**config.mk**
```make
export PLATFORM = sky130hd
export DESIGN_NAME = ldm_stm_sequencer
export DESIGN_NICKNAME = d
export VERILOG_FILES = /design/src/rtl/ldm_stm_sequencer.sv
export SDC_FILE = /design/constraint.sdc
export NUM_CORES = 1
export LEC_CHECK = 0
export BUFFER_PORTS_ARGS = -buffer_cell sky130_fd_sc_hd__buf_2
export CORE_ASPECT_RATIO = 0.9
export CORE_UTILIZATION = 45
export CTS_CLUSTER_DIAMETER = 80
export DETAILED_ROUTE_END_ITERATION = 8
export MAX_ROUTING_LAYER = met4
export PLACE_DENSITY = 0.7
export SYNTH_ARGS = -nofsm -noshare
export SYNTH_HDL_FRONTEND = slang
export SYNTH_SLANG_ARGS = --single-unit
```
**constraint.sdc**
```tcl
create_clock -name clk_in -period 26.6 [get_ports clk_in]
set_clock_uncertainty 0.1 [all_clocks]
set_input_delay 6.65 -clock clk_in [delete_from_list [all_inputs] [get_ports clk_in]]
set_output_delay 6.65 -clock clk_in [all_outputs]
set_load 0.02 [all_outputs]
```
**src/rtl/ldm_stm_sequencer.sv**
```systemverilog
// LDM/STM block-transfer sequencer: accepts one block instruction and emits one memory beat per
// register in the list under valid/ready, then pulses done with the base writeback value.
module ldm_stm_sequencer #(
  parameter int unsigned ADDR_W = 32,
  parameter int unsigned TAG_W  = 4
) (
  input  logic              clk_in,
  input  logic              reset_in,
  input  logic              start_in,
  output logic              ready_out,
  output logic              busy_out,
  input  logic              instr_exec_in,
  input  logic [TAG_W-1:0]  instr_tag_in,
  input  logic              load_in,
  input  logic [15:0]       reg_list_in,
  input  logic [ADDR_W-1:0] base_addr_in,
  input  logic              pre_index_in,
  input  logic              up_in,
  input  logic              writeback_in,
  output logic              beat_valid_out,
  input  logic              beat_ready_in,
  output logic [ADDR_W-1:0] beat_addr_out,
  output logic [3:0]        beat_reg_out,
  output logic              beat_load_out,
  output logic              beat_last_out,
  output logic [TAG_W-1:0]  beat_tag_out,
  output logic              done_out,
  output logic              wb_en_out,
  output logic [ADDR_W-1:0] wb_addr_out
);

  typedef enum logic [1:0] {StIdle, StXfer, StDone} state_e;

  state_e            state_q;
  logic [15:0]       list_q;
  logic [ADDR_W-1:0] addr_q;
  logic [ADDR_W-1:0] wb_addr_q;
  logic [TAG_W-1:0]  tag_q;
  logic              load_q;
  logic              wb_en_q;

  logic [4:0]        pop;
  logic [ADDR_W-1:0] span;
  logic [ADDR_W-1:0] start_addr;
  logic [3:0]        low_reg;
  logic              one_left;

  always_comb begin
    pop = '0;
    for (int i = 0; i < 16; i++) begin
      pop = pop + 5'(reg_list_in[i]);
    end
  end

  assign span = ADDR_W'(pop) << 2;

  // Lowest register always lands at the lowest address, so decrement modes start below base.
  always_comb begin
    unique case ({pre_index_in, up_in})
      2'b01:   start_addr = base_addr_in;
      2'b11:   start_addr = base_addr_in + ADDR_W'(4);
      2'b00:   start_addr = base_addr_in - span + ADDR_W'(4);
      default: start_addr = base_addr_in - span;
    endcase
  end

  always_comb begin
    low_reg = '0;
    for (int i = 15; i >= 0; i--) begin
      if (list_q[i]) low_reg = 4'(i);
    end
  end

  assign one_left = (list_q != 16'd0) && ((list_q & (list_q - 16'd1)) == 16'd0);

  always_ff @(posedge clk_in) begin
    if (reset_in) begin
      state_q   <= StIdle;
      list_q    <= '0;
      addr_q    <= '0;
      wb_addr_q <= '0;
      tag_q     <= '0;
      load_q    <= 1'b0;
      wb_en_q   <= 1'b0;
    end else begin
      unique case (state_q)
        StIdle: begin
          if (start_in) begin
            tag_q     <= instr_tag_in;
            load_q    <= load_in;
            wb_addr_q <= up_in ? base_addr_in + span : base_addr_in - span;
            if (instr_exec_in && (pop != 5'd0)) begin
              list_q  <= reg_list_in;
              addr_q  <= start_addr;
              wb_en_q <= writeback_in;
              state_q <= StXfer;
            end else begin
              list_q  <= '0;
              wb_en_q <= 1'b0;
              state_q <= StDone;
            end
          end
        end
        StXfer: begin
          if (beat_ready_in) begin
            list_q <= list_q & (list_q - 16'd1);
            addr_q <= addr_q + ADDR_W'(4);
            if (one_left) state_q <= StDone;
          end
        end
        StDone: state_q <= StIdle;
        default: state_q <= StIdle;
      endcase
    end
  end

  assign ready_out      = (state_q == StIdle);
  assign busy_out       = ~ready_out;
  assign beat_valid_out = (state_q == StXfer);
  assign beat_last_out  = beat_valid_out && one_left;
  assign beat_addr_out  = addr_q;
  assign beat_reg_out   = low_reg;
  assign beat_load_out  = load_q;
  assign beat_tag_out   = tag_q;
  assign done_out       = (state_q == StDone);
  assign wb_en_out      = done_out && wb_en_q;
  assign wb_addr_out    = wb_addr_q;

endmodule

```
; ---- Word-level counts from Yosys, hierarchy flattened
; Index checks and enable logic that the tools add are counted.
[totals]
regBits = 88
input_bits = 61
out_inout_bits = 79
[op_classes]
reduce_logical = 14
bitwise_logic = 2
n_addsub = 21
n_eq_ne = 8
n_mux = 32
[ops]
columns = operator, count
row1 = 32-bit 2-to-1 mux, 4
row2 = "32-bit by 3-bit adder with 32-bit output, second input constant", 3
row3 = 32-bit case mux with 3 select lines, 1
row4 = 4-bit 2-to-1 mux, 16
row5 = 32-bit case mux with 2 select lines, 1
row6 = 5-bit by 1-bit adder with 5-bit output, 11
row7 = 16-bit 2-to-1 mux, 3
row8 = 32-bit by 7-bit adder with 32-bit output, 1
row9 = 16-bit case mux with 2 select lines, 1
row10 = 32-bit by 7-bit subtractor with 32-bit output, 1
row11 = 16-bit bitwise AND, 1
row12 = 16-bit zero test, 1
row13 = 16-bit nonzero test, 1
row14 = "16-bit by 1-bit subtractor with 16-bit output, second input constant", 1
row15 = 2-bit 2-to-1 mux, 4
row16 = "2-bit by 1-bit inequality test with 1-bit output, second input constant", 3
row17 = 3-bit AND reduction, 2
row18 = 4-bit by 1-bit adder with 5-bit output, 1
row19 = 5-bit nonzero test, 1
row20 = 3-bit by 1-bit adder with 4-bit output, 1
row21 = "2-bit by 1-bit equality test with 1-bit output, second input constant", 2
row22 = "2-bit equality test, second input constant", 2
row23 = 1-bit logical AND, 4
row24 = 2-bit zero test, 2
row25 = other kinds (9), 9

; ---- Depth between registers and ports, before layout
[depth]
ltp_word = 21
ltp_mapped = 26
ltp_nobuf = 24

; ---- Least setup slack after synthesis
; No wires, ideal clock.
[synth_path]
path_type = in2reg
startpoint = in reg_list_in[5]
endpoint = reg addr_q[28], in the netlist beat_addr_out[28]
path_slack_ns = 13.559
setup_time_ns = 0.079
t_required_ns = 26.421
path_stages = 24
arrival_time_ns = 12.862
n_path_buf = 1
path_cell_list = inv_1 fa_1 inv_1 fa_1 fa_1 inv_1 fa_1 inv_1 ha_1 inv_1 fa_1 xor2_1 inv_1 ha_1 and2b_1 a2111oi_4 clkbuf_1 nor2_1 xnor2_1 nor3_1 nand4_1 or4_1 a211o_1 a211oi_2
[synth_via]
elab_chain_cells = 17
[synth_rtl]
columns = element, line
row1 = start: declaration, 15  ; input logic [15:0] reg_list_in,
row2 = 5-bit by 1-bit adder with 5-bit output * (11 in series), 51  ; pop = pop + 5'(reg_list_in[i]);
row3 = 32-bit by 7-bit subtractor with 32-bit output, "62, 63"
row4 = 32-bit by 3-bit adder with 32-bit output, 62  ; 2'b00: start_addr = base_addr_in - span + ADDR_W'(4);
row5 = 32-bit case mux with 3 select lines, 59  ; unique case ({pre_index_in, up_in})
row6 = 32-bit 2-to-1 mux, 92  ; if (instr_exec_in && (pop != 5'd0)) begin
row7 = 32-bit 2-to-1 mux, 88  ; if (start_in) begin
row8 = 32-bit case mux with 2 select lines, 86  ; unique case (state_q)
row9 = end signal: assignment, 94  ; addr_q <= start_addr;
row10 = end signal: assignment, 107  ; addr_q <= addr_q + ADDR_W'(4);
row11 = end: declaration, 36  ; logic [ADDR_W-1:0] addr_q;
; Mark *: on every way between the ends. The rest lies on a longest branch, timed or not. The select of a mux whose other input is x is not followed.
; A chain may end at the register's enable or synchronous reset.

; ---- Worst setup path in the final report
; Same ends and word-level chain as after synthesis.

==> results.txt <==
The type of element capturing the critical path was a register. TritonCTS built the clock tree. The tools report the number of antenna violations at the first check in global routing as 0. The tools report the category of the worst setup path launch point as an input port. The core region area is 18300 um^2, and the post-synthesis average cell area is 6.89 um^2. Number of buffers inserted during clock tree synthesis: 9.

The share of synthesized area in the top cell type comes to 20.9%. The min-delay analysis places its worst path in the category register to register. The setup path with the least slack is of type input port to register.

The count of nets after finishing was 1385. Summing all non-filler instances in the final layout gives an area of 9440 um^2. The floorplan step set the die width to 146 um. The total wirelength of the detailed-routed design is 29400 um, and the maximum operating frequency is 0.0722 GHz. The floorplan step defined a die boundary enclosing 19200 um^2. The logs give 8410 um^2 for the total standard cell area after synthesis and 3.65 nW for the static leakage power.

Using the TritonRoute via totals, the vias-per-cell ratio works out to 6.19. The logs give 0.967 for the final RePlAce weighted congestion and 3 for the CTS H-tree depth. The tools report the root cell of the clock tree as sky130_fd_sc_hd__clkbuf_16. For the maximum resistive drop on vdd, the log shows 0.0378 mV.

The average wire per cell in the routed design is 19.1 um. Adding up every negative setup slack in the final design gives 0 ns. The tools report the sequential fraction of the synthesis area as 20.9%. For this block, the via count after detailed routing is 9546.

The number of max-slew violations in the final report came out at 0. The area growth from synthesis to final layout was 12.3%. In this run, synthesis produced a sequential element count of 88. In the layout the commonest cells are sky130_fd_sc_hd__nand2_1, sky130_fd_sc_hd__buf_2, sky130_fd_sc_hd__a21oi_1. STA puts the critical path data required time at 26.77 ns. The clock transition at the registers of the reported paths is 0.07 ns, and the synthesized netlist cell count is 1221. For this run, the leading register cell type out of synthesis is sky130_fd_sc_hd__dfxtp_1.

By area the synthesized netlist is led by sky130_fd_sc_hd__dfxtp_1, sky130_fd_sc_hd__a21oi_1, sky130_fd_sc_hd__nand2_1. The clock drives 88 sinks. The layout cell share with drive strength beyond 1 came out at 14.7%.

The count of flip-flops with a built-in enable after synthesis works out to 0. At the pin with the least slew margin, the transition time is 1.03 ns. For the number of remaining DRC errors, the log shows 0. The library cell used most frequently in the layout, excluding fill and tap cells, is sky130_fd_sc_hd__nand2_1. Maximum number of pins on one net before global-route repair: 93. The run gives 140 as the I/O pin total. The tools report the total setup violations reported at the end of the flow as 0. Setup repair after global routing left no endpoint under its margin. The number of synthesis warnings is 0. The part of the cycle the worst path needs was 52.1%; the highest net fanout along the worst path was 16. For the finished layout, the period the worst path requires is 13.86 ns. Power spread over the standard cell area amounts to 81.5 nW/um^2.

For the placed wire-length estimate, the log shows 21800 um. For the buffers inserted during post-CTS setup optimization, the log shows 0. For this configuration, the core starts out at a cell density of 45.8%. The peak per-stage delay on the critical path is 0.89 ns, and the max capacitance violation total is 0. The most numerous cell type found on the critical path is sky130_fd_sc_hd__inv_1. The tools report the number of cell rows as 47.

The pre-antenna-repair detailed-routing pass consisted of 6 iterations. The number of nets handed over by synthesis was 1315. The slowest stage of the critical path belongs to the cell sky130_fd_sc_hd__a2111oi_4. The cell area after placement is 9160 um^2, and the count of different cell masters after synthesis is 74. The tools report the number of hold-repair buffers added at the cts stage as 0. Measured against its own limit, the worst slew margin works out to 31.2%. The post-layout total power is 0.770 mW. The clock latency on the worst-skew pair was 0.36 ns. The critical path goes through buf_2, inv_1, fa_1, inv_1, fa_1, fa_1, inv_1, fa_1, inv_1, ha_1, inv_1, fa_1, xor2_1, inv_1, ha_1, and2b_1, a2111oi_4, nor4_1, xnor2_1, nor4b_2, nand4_1, or4_1, a211o_1, a211oi_2. The data arrival time of the critical path is 14.03 ns. The run gives 0 as the final-report hold violation count. The filler cell count was 1913; the share of synthesized flip-flops with an asynchronous set or reset was 0%. The run finished with clean final reports. For this block, the initial DRC count from the detailed router was 774. Wire length of the first global-routing pass: 47000 um. The logs give 0 for the count of antenna-violating nets left after detailed routing and 0 for the number of resized instances in the post-cts repair step. From bottom edge to top edge, the die measures 132 um. After global routing the overflow that remains totals 0. Input and output buffers added on the ports amount to 139. Hold is met by 0.346 ns.

The logs give 8900 for the via count of the first global-routing pass and 31.4% for the global-route usage over all layers. The antenna diode count came out at 0. The synthesized design spends more area on one cell type than any other, namely sky130_fd_sc_hd__dfxtp_1. The run gives 2 as the clock tree buffer depth.
[layer usage]
layer,wire length (um),global-route usage (%)
met2,13900,51.1
met5,0,-
met1,12700,39.4
met4,1010,13.1
met3,1870,3.89
[state kept, by name, summed over array words and instances (netlist names)]
| signal | cells |
|---|---|
| beat_load_out | 1 |
| beat_tag_out | 4 |
| list_q | 16 |
| beat_addr_out | 32 |
| wb_addr_out | 32 |
| wb_en_q | 1 |
| state_q | 2 |
[kinds of logic after synthesis]
logic type | after synthesis | share of synthesized area [%]
compound gates | 339 | 25.8
buf+inv | 149 | 6.74
simple gates | 524 | 31.2
xor+xnor | 78 | 8.12
mux | 7 | 0.833
flops | 88 | 20.9
fa+ha+maj | 36 | 6.34
[per-stage QoR]
stage          worst slack (ns)  instances  util (%)
6_report                  12.74       1541      51.5
5_1_grt                   12.23       1541      51.5
4_1_cts                   12.85       1541      51.5
3_5_place_dp              12.49       1525      49.9
3_3_place_gp              12.71       1525      49.9
2_1_floorplan             13.56       1221         -
[power breakdown]
| part | internal (mW) | switching (mW) |
|---|---|---|
| combinational | 0.162 | 0.295 |
| sequential | 0.158 | 0.0286 |
| clock | 0.0665 | 0.0596 |
[cell usage after synthesis, types with 21 or more instances]
cell                       instances
sky130_fd_sc_hd__nand3_1          46
sky130_fd_sc_hd__nor4_1           34
sky130_fd_sc_hd__xor2_1           39
sky130_fd_sc_hd__or3_1            23
sky130_fd_sc_hd__nor2_1          105
sky130_fd_sc_hd__o21ai_0          69
sky130_fd_sc_hd__inv_1            53
sky130_fd_sc_hd__nand2_1         157
sky130_fd_sc_hd__a21oi_1         119
sky130_fd_sc_hd__clkbuf_1         89
sky130_fd_sc_hd__nor3_1           52
sky130_fd_sc_hd__ha_1             21
sky130_fd_sc_hd__dfxtp_1          88
sky130_fd_sc_hd__xnor2_1          39
sky130_fd_sc_hd__nand4_1          24
[worst max-delay path: cells and delay by family]
family | cells | cell delay, ns
buffers and inverters | 7 | 0.45
AO/OA/AOI/OAI | 3 | 1.34
AND/OR/NAND/NOR | 5 | 1.97
adder cells (fa/ha/maj) | 7 | 2.88
XOR/XNOR | 2 | 0.75
[path summary, 6_finish.rpt]
path | start | to | slack, ns | cells after the start
max | reg_list_in[5] | beat_addr_out[28]$_SDFFE_PP0P_ | 12.74 | 24
min | wb_addr_out[17]$_SDFFE_PP0P_ | wb_addr_out[17]$_SDFFE_PP0P_ | 0.35 | 2
max reg2reg | state_q[0]$_SDFFE_PP0P_ | list_q[4]$_SDFFE_PP0P_ | 23.03 | 8
min reg2reg | wb_addr_out[17]$_SDFFE_PP0P_ | wb_addr_out[17]$_SDFFE_PP0P_ | 0.35 | 2
[cell type report]
class / count / area [um^2] / area share [%]
tap: 245 / 307 / 3.25
multi-input combinational: 984 / 6080 / 64.4
clock buffer: 11 / 243 / 2.57
sequential: 88 / 1760 / 18.7
inverter: 55 / 206 / 2.19
clock inverter: 5 / 40.0 / 0.424
timing repair buffer: 153 / 801 / 8.48
No activity file was read; power rests on OpenSTA's default activity.
